File: config.mk
export PLATFORM = sky130hd
export DESIGN_NAME = tx_word_scheduler
export DESIGN_NICKNAME = d
export VERILOG_FILES = /design/src/rtl/tx_sched_pkg.sv /design/src/rtl/tx_word_fifo.sv /design/src/rtl/tx_word_scheduler.sv
export SDC_FILE = /design/constraint.sdc
export NUM_CORES = 1
export LEC_CHECK = 0
export BUFFER_PORTS_ARGS = -buffer_cell sky130_fd_sc_hd__buf_2
export CORE_UTILIZATION = 28
export CTS_CLUSTER_DIAMETER = 40
export DETAILED_ROUTE_END_ITERATION = 16
export GPL_TIMING_DRIVEN = 0
export PLACE_DENSITY = 0.54
export SYNTH_ARGS = -nofsm -noshare
export SYNTH_HDL_FRONTEND = slang
export SYNTH_SLANG_ARGS = --single-unit
File: constraint.sdc
create_clock -name BitCLK -period 3.5 [get_ports BitCLK]
set_input_delay 0.35 -clock BitCLK [delete_from_list [all_inputs] [get_ports BitCLK]]
set_output_delay 0.35 -clock BitCLK [all_outputs]
set_load 0.01 [all_outputs]
File: src/rtl/tx_sched_pkg.sv
// tx_word_scheduler shared types and constants.
// Word/counter widths, FSM state enum and K28.5 comma codes.
package tx_sched_pkg;

    localparam int WORD_W = 10;
    localparam int CNT_W  = 4;

    localparam logic [WORD_W-1:0] K28_5_RDN = 10'h0FA;

    // RD+ form of a K28.5 comma is the bitwise complement of RD-
    function automatic logic [WORD_W-1:0] rd_plus(input logic [WORD_W-1:0] rdn);
        return ~rdn;
    endfunction

    localparam logic [WORD_W-1:0] K28_5_RDP = ~K28_5_RDN;
    localparam logic [CNT_W-1:0]  FIRST_BIT = CNT_W'(9);

    typedef enum logic [1:0] {
        S_OFF   = 2'd0,
        S_ALIGN = 2'd1,
        S_DATA  = 2'd2
    } state_t;

endpackage

File: src/rtl/tx_word_fifo.sv
// Two-entry word FIFO between the encoder handshake and the word loader.
// Push is ignored when full, pop is ignored when empty.
module tx_word_fifo
    import tx_sched_pkg::*;
#(
    parameter int W = WORD_W
) (
    input  logic         clk_i,
    input  logic         rst_i,
    input  logic         push_i,
    input  logic [W-1:0] din_i,
    input  logic         pop_i,
    output logic [W-1:0] dout_o,
    output logic         full_o,
    output logic         empty_o
);

    logic [W-1:0] mem_q [2];
    logic         wr_q;
    logic         rd_q;
    logic [1:0]   cnt_q;
    logic         do_push;
    logic         do_pop;

    assign full_o  = (cnt_q == 2'd2);
    assign empty_o = (cnt_q == 2'd0);
    assign do_push = push_i && !full_o;
    assign do_pop  = pop_i && !empty_o;
    assign dout_o  = mem_q[rd_q];

    // Storage, pointers and occupancy
    always_ff @(posedge clk_i or posedge rst_i) begin
        if (rst_i) begin
            mem_q[0] <= '0;
            mem_q[1] <= '0;
            wr_q     <= 1'b0;
            rd_q     <= 1'b0;
            cnt_q    <= 2'd0;
        end else begin
            if (do_push) begin
                mem_q[wr_q] <= din_i;
                wr_q        <= ~wr_q;
            end
            if (do_pop) begin
                rd_q <= ~rd_q;
            end
            case ({do_push, do_pop})
                2'b10:   cnt_q <= cnt_q + 2'd1;
                2'b01:   cnt_q <= cnt_q - 2'd1;
                default: cnt_q <= cnt_q;
            endcase
        end
    end

endmodule

File: src/rtl/tx_word_scheduler.sv
// SerDes TX word scheduler: comma preamble, idle insertion, one word per 10 bits.
// Optional macro TX_SCHED_STATS_EN adds the IdleCount output.
module tx_word_scheduler
    import tx_sched_pkg::*;
#(
    parameter int                ALIGN_WORDS = 4,
    parameter logic [WORD_W-1:0] COMMA_RDN   = K28_5_RDN
) (
    input  logic              BitCLK,
    input  logic              Reset,
    input  logic              Enable,
    input  logic [WORD_W-1:0] TxDataIn,
    input  logic              TxValid,
    output logic              TxReady,
    output logic [WORD_W-1:0] TxParallel_10,
    output logic [CNT_W-1:0]  bit_count,
    output logic              Load,
    output logic              IdleInserted
`ifdef TX_SCHED_STATS_EN
    ,
    output logic [15:0]       IdleCount
`endif
);

    localparam int AC_W = (ALIGN_WORDS < 2) ? 1 : $clog2(ALIGN_WORDS + 1);
    localparam logic [AC_W-1:0] ALIGN_LAST = AC_W'(ALIGN_WORDS);

    state_t            state_q, state_d;
    logic [WORD_W-1:0] word_q, word_d;
    logic [CNT_W-1:0]  bc_q, bc_d;
    logic              load_q, load_d;
    logic              idle_q, idle_d;
    logic              rd_q, rd_d;
    logic [AC_W-1:0]   align_q, align_d;

    logic              boundary;
    logic              align_done;
    logic [WORD_W-1:0] comma_w;
    logic              fifo_push;
    logic              fifo_pop;
    logic [WORD_W-1:0] fifo_head;
    logic              fifo_full;
    logic              fifo_empty;

    assign TxReady       = (state_q != S_OFF) && !fifo_full;
    assign fifo_push     = TxValid && TxReady;
    assign boundary      = (state_q == S_OFF) ? Enable : (bc_q == '0);
    assign align_done    = (align_q >= ALIGN_LAST);
    assign comma_w       = rd_q ? rd_plus(COMMA_RDN) : COMMA_RDN;
    assign TxParallel_10 = word_q;
    assign bit_count     = bc_q;
    assign Load          = load_q;
    assign IdleInserted  = idle_q;

    tx_word_fifo #(.W(WORD_W)) u_fifo (
        .clk_i   (BitCLK),
        .rst_i   (Reset),
        .push_i  (fifo_push),
        .din_i   (TxDataIn),
        .pop_i   (fifo_pop),
        .dout_o  (fifo_head),
        .full_o  (fifo_full),
        .empty_o (fifo_empty)
    );

    // State register
    always_ff @(posedge BitCLK or posedge Reset) begin
        if (Reset) state_q <= S_OFF;
        else       state_q <= state_d;
    end

    // Next state: transitions only happen at word boundaries
    always_comb begin
        state_d = state_q;
        if (boundary) begin
            unique case (state_q)
                S_OFF:   state_d = S_ALIGN;
                S_ALIGN: state_d = !Enable   ? S_OFF  :
                                   align_done ? S_DATA : S_ALIGN;
                S_DATA:  state_d = Enable ? S_DATA : S_OFF;
                default: state_d = S_OFF;
            endcase
        end
    end

    // Word loading, bit countdown, disparity toggle and FIFO pop
    always_comb begin
        word_d   = word_q;
        bc_d     = bc_q;
        load_d   = 1'b0;
        idle_d   = 1'b0;
        rd_d     = rd_q;
        align_d  = align_q;
        fifo_pop = 1'b0;
        if (!boundary) begin
            if (state_q != S_OFF) bc_d = bc_q - CNT_W'(1);
        end else begin
            unique case (state_d)
                S_OFF: begin
                    word_d = '0;
                    bc_d   = '0;
                end
                S_ALIGN: begin
                    load_d = 1'b1;
                    idle_d = 1'b1;
                    bc_d   = FIRST_BIT;
                    if (state_q == S_OFF) begin
                        word_d  = COMMA_RDN;
                        rd_d    = 1'b1;
                        align_d = AC_W'(1);
                    end else begin
                        word_d  = comma_w;
                        rd_d    = ~rd_q;
                        align_d = align_q + AC_W'(1);
                    end
                end
                S_DATA: begin
                    load_d = 1'b1;
                    bc_d   = FIRST_BIT;
                    if (!fifo_empty) begin
                        word_d   = fifo_head;
                        fifo_pop = 1'b1;
                    end else begin
                        word_d = comma_w;
                        rd_d   = ~rd_q;
                        idle_d = 1'b1;
                    end
                end
                default: begin
                    word_d = '0;
                    bc_d   = '0;
                end
            endcase
        end
    end

    // Output and datapath registers
    always_ff @(posedge BitCLK or posedge Reset) begin
        if (Reset) begin
            word_q  <= '0;
            bc_q    <= '0;
            load_q  <= 1'b0;
            idle_q  <= 1'b0;
            rd_q    <= 1'b0;
            align_q <= '0;
        end else begin
            word_q  <= word_d;
            bc_q    <= bc_d;
            load_q  <= load_d;
            idle_q  <= idle_d;
            rd_q    <= rd_d;
            align_q <= align_d;
        end
    end

`ifdef TX_SCHED_STATS_EN
    logic        idle_cnt_inc;
    logic [15:0] idle_cnt_q;

    assign idle_cnt_inc = boundary && (state_d == S_DATA) && fifo_empty;
    assign IdleCount    = idle_cnt_q;

    // Saturating count of idle commas inserted while carrying data
    always_ff @(posedge BitCLK or posedge Reset) begin
        if (Reset) begin
            idle_cnt_q <= '0;
        end else if (idle_cnt_inc && (idle_cnt_q != 16'hFFFF)) begin
            idle_cnt_q <= idle_cnt_q + 16'd1;
        end
    end
`endif

endmodule

* Word level (Yosys, flattened, before mapping)
Index checks and enable logic that the tools add are counted.
Storage, ports and cells: register bits 46, bits of input ports 14, logic and storage cells 82
Operators by class: $add $sub $neg 4, magnitude comparators 4, equality and inequality tests 8, multiplexer cells 32, bitwise gates (word level) 5, reduce and logical (&&, ||, !) cells 17
Operators by type and width (count):
- two-way mux 10 bit | 7
- bitwise mux 20 bit | 1
- case mux 10 bit (2 select lines) | 1
- two-way mux 4 bit | 3
- demux 10 bit (select 1 bit) | 1
- two-way mux 1 bit | 10
- equality test 2 bit, second input constant | 4
- two-way mux 2 bit | 4
- nonzero test 2 bit | 4
- equality test 2 x 1 -> 1 bit, second input constant | 3
- case mux 2 bit (3 select lines) | 1
- logical AND 1 bit | 5
- greater-or-equal comparator 2 bit, second input constant | 2
- logical NOT 2 bit | 2
- logical NOT 4 bit | 1
- inverter 1 -> 2 bit | 2
- case mux 1 bit (2 select lines) | 2
- case mux 2 bit (2 select lines) | 1
- subtractor 4 x 1 -> 4 bit, second input constant | 1
- adder 3 x 1 -> 3 bit, second input constant | 1
- greater-or-equal comparator 3 bit, second input constant | 1
- two-way mux 3 bit | 1
- inverter 1 bit | 3
- AND reduction 3 bit | 1
- other kinds (7) | 8

* Longest topological paths before layout
word-level depth 11, mapped depth 14, depth with buffers taken out 13

* Modules after synthesis
From an unflattened synthesis, not the netlist that was laid out.
Unflattened totals: cells, all modules 211, area total of the unflattened synthesis 2374.8 µm²
By module, submodules not included:
- tx_word_scheduler | times used 1, cells each 139, area an instance 1241.2 µm², sequential area each 550.5 µm²
- tx_word_fifo | times used 1, cells each 72, area an instance 1133.6 µm², sequential area each 600.6 µm²

* Worst setup path before layout
OpenSTA, ideal clock, no wires.
path kind register to register, start point register bc_q[0], in the netlist bit_count[0], end point register u_fifo.cnt_q[1], library setup time 0.079 ns, arrival 2.546 ns, data required time 3.421 ns, slack 0.874 ns, cell stages (with the launch flop) 14, buffers on the path 1, period minus slack after synthesis 2.626 ns, path through dfrtp_1 inv_1 ha_1 nor3b_4 nand4_1 o21ai_0 a22o_1 ha_1 o21ai_0 clkbuf_1 nor2_1 ha_1 nor2_1 xor2_1
On the way: word-level cells in the longest chain between the ends 9, elaborated cells between the ends (all ways) 11
Ends and longest elaborated chain:
- start, declared | line tx_word_scheduler.sv:30 | logic [CNT_W-1:0] bc_q, bc_d;
- start signal, assigned | line tx_word_scheduler.sv:141 | bc_q <= '0;
- start signal, assigned | line tx_word_scheduler.sv:148 | bc_q <= bc_d;
- logical NOT 4 bit (*) | line tx_word_scheduler.sv:47 | assign boundary = (state_q == S_OFF) ? Enable : (bc_q == '0);
- two-way mux 1 bit (*) | line tx_word_scheduler.sv:47
- two-way mux 2 bit (*) | line tx_word_scheduler.sv:75 | if (boundary) begin
- net state_d[1] | line tx_word_scheduler.sv:28 | state_t state_q, state_d;
- equality test 2 bit (*) | line tx_word_scheduler.sv:98 | unique case (state_d)
- two-way mux 1 bit (*) | line tx_word_scheduler.sv:98
- two-way mux 1 bit (*) | line tx_word_scheduler.sv:95 | if (!boundary) begin
- logical AND 1 bit (*) | line tx_word_fifo.sv:28 | assign do_pop = pop_i && !empty_o;
- net u_fifo.do_pop | line tx_word_fifo.sv:23 | logic do_pop;
- equality test 2 x 1 -> 1 bit or equality test 2 bit (tied branches) | line tx_word_fifo.sv:47 | case ({do_push, do_pop})
- case mux 2 bit (2 select lines) or nonzero test 2 bit (tied branches)
- end signal, assigned | line tx_word_fifo.sv:48 | 2'b10: cnt_q <= cnt_q + 2'd1;
- end signal, assigned | line tx_word_fifo.sv:49 | 2'b01: cnt_q <= cnt_q - 2'd1;
- end signal, assigned | line tx_word_fifo.sv:50 | default: cnt_q <= cnt_q;
- end, declared | line tx_word_fifo.sv:21 | logic [1:0] cnt_q;
The timed path passes the listed nets; every way through them passes the cells marked *. A chain may end at the register's enable or synchronous reset.

* Worst setup path after layout
Same ends and word-level chain as after synthesis.

==> metrics.md <==
| Metric | Value |
|---|---|
| Outcome | `completed` |
| Crit-path most repeated cell | `ha_1` |
| Clk_lat worst skew | `0.30 ns` |
| Antenna Cells | `0` |
| Final count of negative-setup-slack endpoints | `0` |
| Synth Cell Area | `2220 um2` |
| Top cells by area, synth | `dfrtp_1 (52%), mux2_2 (10%), a22o_1 (4.3%), o21ai_0 (3.8%), mux2i_1 (3.6%)` |
| Number of sinks on the clock net | `46` |
| Post-Syn Nets | `203` |
| H-Tree Depth | `2` |
| Drt pass-1 iters | `4` |
| Fin Clk Skew | `0.00840 ns` |
| Post-Synthesis Cells | `183` |
| Setup TNS | `0 ns` |
| CTS tree | `built` |
| TritonCTS buffer count | `5` |
| Hpwl dp | `3.25 mm` |
| Unique masters post-synth | `41` |
| Final Power | `2.35 mW` |
| Core Area | `7690 um2` |
| Top_reg_cell synth | `dfrtp_1` |
| Vias in the first global route | `1,551` |
| Final wirelength | `4.35 mm` |
| Share of the synthesized area in the top cell type | `51.8%` |
| Total number of vias | `1,506` |
| Initial antenna violation count | `0` |
| GRT Overall Usage | `11.7%` |
| Row cnt | `32` |
| Crit path kind | `register to register` |
| Synth-to-layout area growth | `17.9%` |
| Grt ovf | `0` |
| Ratio of final minimum period to clock period | `87.4%` |
| Slowest CP cell | `dfrtp_1` |
| Footprint of the multi-input gates | `993 um2` |
| Max Freq | `327 MHz` |
| Post-CTS Setup Bufs | `0` |
| Reg area | `1150 um2` |
| Starting Density | `28.9%` |
| Register area share after synthesis | `51.8%` |
| Hold WS | `0.291 ns` |
| # IOs | `31` |
| Share of cells above drive strength 1 | `32.4%` |
| Worst path required time | `3.72 ns` |
| Crit start category | `register` |
| Top cell types by occurrence after synthesis | `dfrtp_1 (46), mux2_2 (20), o21ai_0 (17), a22o_1 (11), nor2_1 (11)` |
| Max FO, Critical Path | `10` |
| Slowest cell delay on critical path | `0.43 ns` |
| Initial DRC Count | `79` |
| Post-route DRC | `0` |
| Post-layout util | `34.0%` |
| Fill count | `819` |
| Crit end category | `register` |
| Die Span X | `91.1 um` |
| CTS max path bufs | `2` |
| Worst VDD drop | `0.215 mV` |
| RSZ-0062 raised after global routing | `false` |
| Asr flop ratio synth | `100%` |
| PortBufs | `29` |
| EDFF count, synth | `0` |
| Clock transition at path regs | `0.09 ns` |
| Final slew viol count | `0` |
| Worst-path cell chain | `inv_1 > ha_1 > nor3b_4 > nand4_1 > o21ai_0 > a22o_1 > ha_1 > o21ai_0 > clkbuf_1 > nor2_1 > ha_1 > nor2_1 > xor2_1` |
| Synth warn | `0` |
| Routability Congestion | `0.734` |
| Worst-Margin Slew | `0.459 ns` |
| WP data arrival | `3.28 ns` |
| Die Span Y | `91.1 um` |
| Die Area | `8290 um2` |
| Via/cell ratio | `4.65` |
| Leak pwr | `1.15 nW` |
| Max_cap viols | `0` |
| Antenna-violating nets left | `0` |
| Hold Violations, Final | `0` |
| Synth area leader | `dfrtp_1` |
| Routed wire per std cell | `13.4 um` |
| Max_slew headroom | `69.4%` |
| Power Density | `898 nW/um2` |
| Worst path bufs/invs | `2` |
| Min Tclk post-route | `3.06 ns` |
| Nets | `241` |
| Largest net degree at the start of global routing | `39` |
| Mean Syn Cell Area | `12.1 um2` |
| CP top delay family | `simple AND/OR/NAND/NOR gates` |
| Clock root buffer | `clkbuf_8` |
| First-pass GRT wire length | `7.66 mm` |
| Register bit total from synthesis | `46` |
| Most numerous cell in the Yosys netlist | `dfrtp_1` |
| Hold Path Class | `input port to register` |
## placed cells by master (no fill, tap or decap), types with 2 or more instances in the layout
master and count:
nor2b_1 2, clkbuf_8 5, a22o_1 11, xor2_1 3, o31ai_1 3, nor2_1 11, xnor2_1 3, mux2i_1 8
buf_2 30, a211oi_1 2, o21ai_0 17, and2_1 2, or3_1 2, a32oi_1 2, mux2_2 20, dfrtp_1 46
nand4_1 2, buf_6 2, inv_1 7, nand2_1 6, a31oi_1 2, a21oi_1 3, clkbuf_1 3, ha_1 6
## logic make-up after synthesis
logic type,Yosys count,share of synthesized area (%)
compound gates,46,14.3
xor+xnor,6,2.37
fa+ha+maj,6,3.38
buf+inv,15,3.44
flops,46,51.8
mux,30,15.4
simple gates,34,9.24
## report_power, final
part / leakage [nW] / total [mW] / internal, mW / switching (mW)
registers: 0.555 / 0.966 / 0.786 / 0.180
clock network: 0.0447 / 0.334 / 0.144 / 0.190
logic: 0.548 / 1.05 / 0.527 / 0.522
## registers in the layout, summed over array words and instances, names as in the netlist
register / cells
u_fifo.rd_q: 1
Load: 1
u_fifo.cnt_q: 2
state_q: 2
u_fifo.mem_q: 20
u_fifo.wr_q: 1
align_q: 3
IdleInserted: 1
bit_count: 4
rd_q: 1
TxParallel_10: 10
## repair_timing
item,CTS,global route
resized for setup,0,0
hold buffers,1,0
hold endpoints to repair,8,0
## through the flow
| stage | cell area (um2) | worst slack [ns] | std cells |
|---|---|---|---|
| CTS | 2620 | 0.413 | 324 |
| detailed placement | 2510 | 0.452 | 315 |
| global placement | 2490 | 0.468 | 314 |
| global route | 2620 | 0.123 | 324 |
| floorplan | 2220 | 0.874 | 183 |
| finish | 2620 | 0.439 | 324 |
## path summary, 6_finish.rpt
check	endpoint	from	cells past startpoint	slack, ns
setup / recovery	u_fifo.cnt_q[1]	bit_count[0]	13	0.44
hold / removal	u_fifo.mem_q[11]	TxDataIn[1]	2	0.29
setup reg to reg	u_fifo.cnt_q[1]	bit_count[0]	13	0.44
hold reg to reg	u_fifo.mem_q[15]	u_fifo.mem_q[15]	1	0.51
max in group asynchronous	TxParallel_10[5]	Reset	4	2.54
min in group asynchronous	Load	Reset	3	0.50
## cell type report
| class | count | share of cell area, % |
|---|---|---|
| sequential | 46 | 44.0 |
| multi-input combinational | 122 | 38.0 |
| timing repair buffer | 31 | 6.69 |
| tap | 102 | 4.88 |
| clock buffer | 5 | 2.63 |
| buffer | 7 | 1.77 |
| inverter | 8 | 1.15 |
| clock inverter | 3 | 0.956 |
## routing by layer
layer	GRT usage [%]	vias up	wire length [um]
met3	3.18	5	206
met4	3.97	0	61
met2	18.1	24	1990
met1	15.8	736	2100
met5	0	-	0
li1	-	741	-
## worst reg2reg max path, delay by kind of cell (launching register included)
kind	cells	cell delay [ns]
adders and majority gates	3	0.74
xor gates and xnor gates	1	0.14
DFF	1	0.43
and+or+nand+nor	4	0.89
buffers and inverters	2	0.33
AOI/OAI and AO/OA	3	0.48
(Power assumes the default switching activity.)
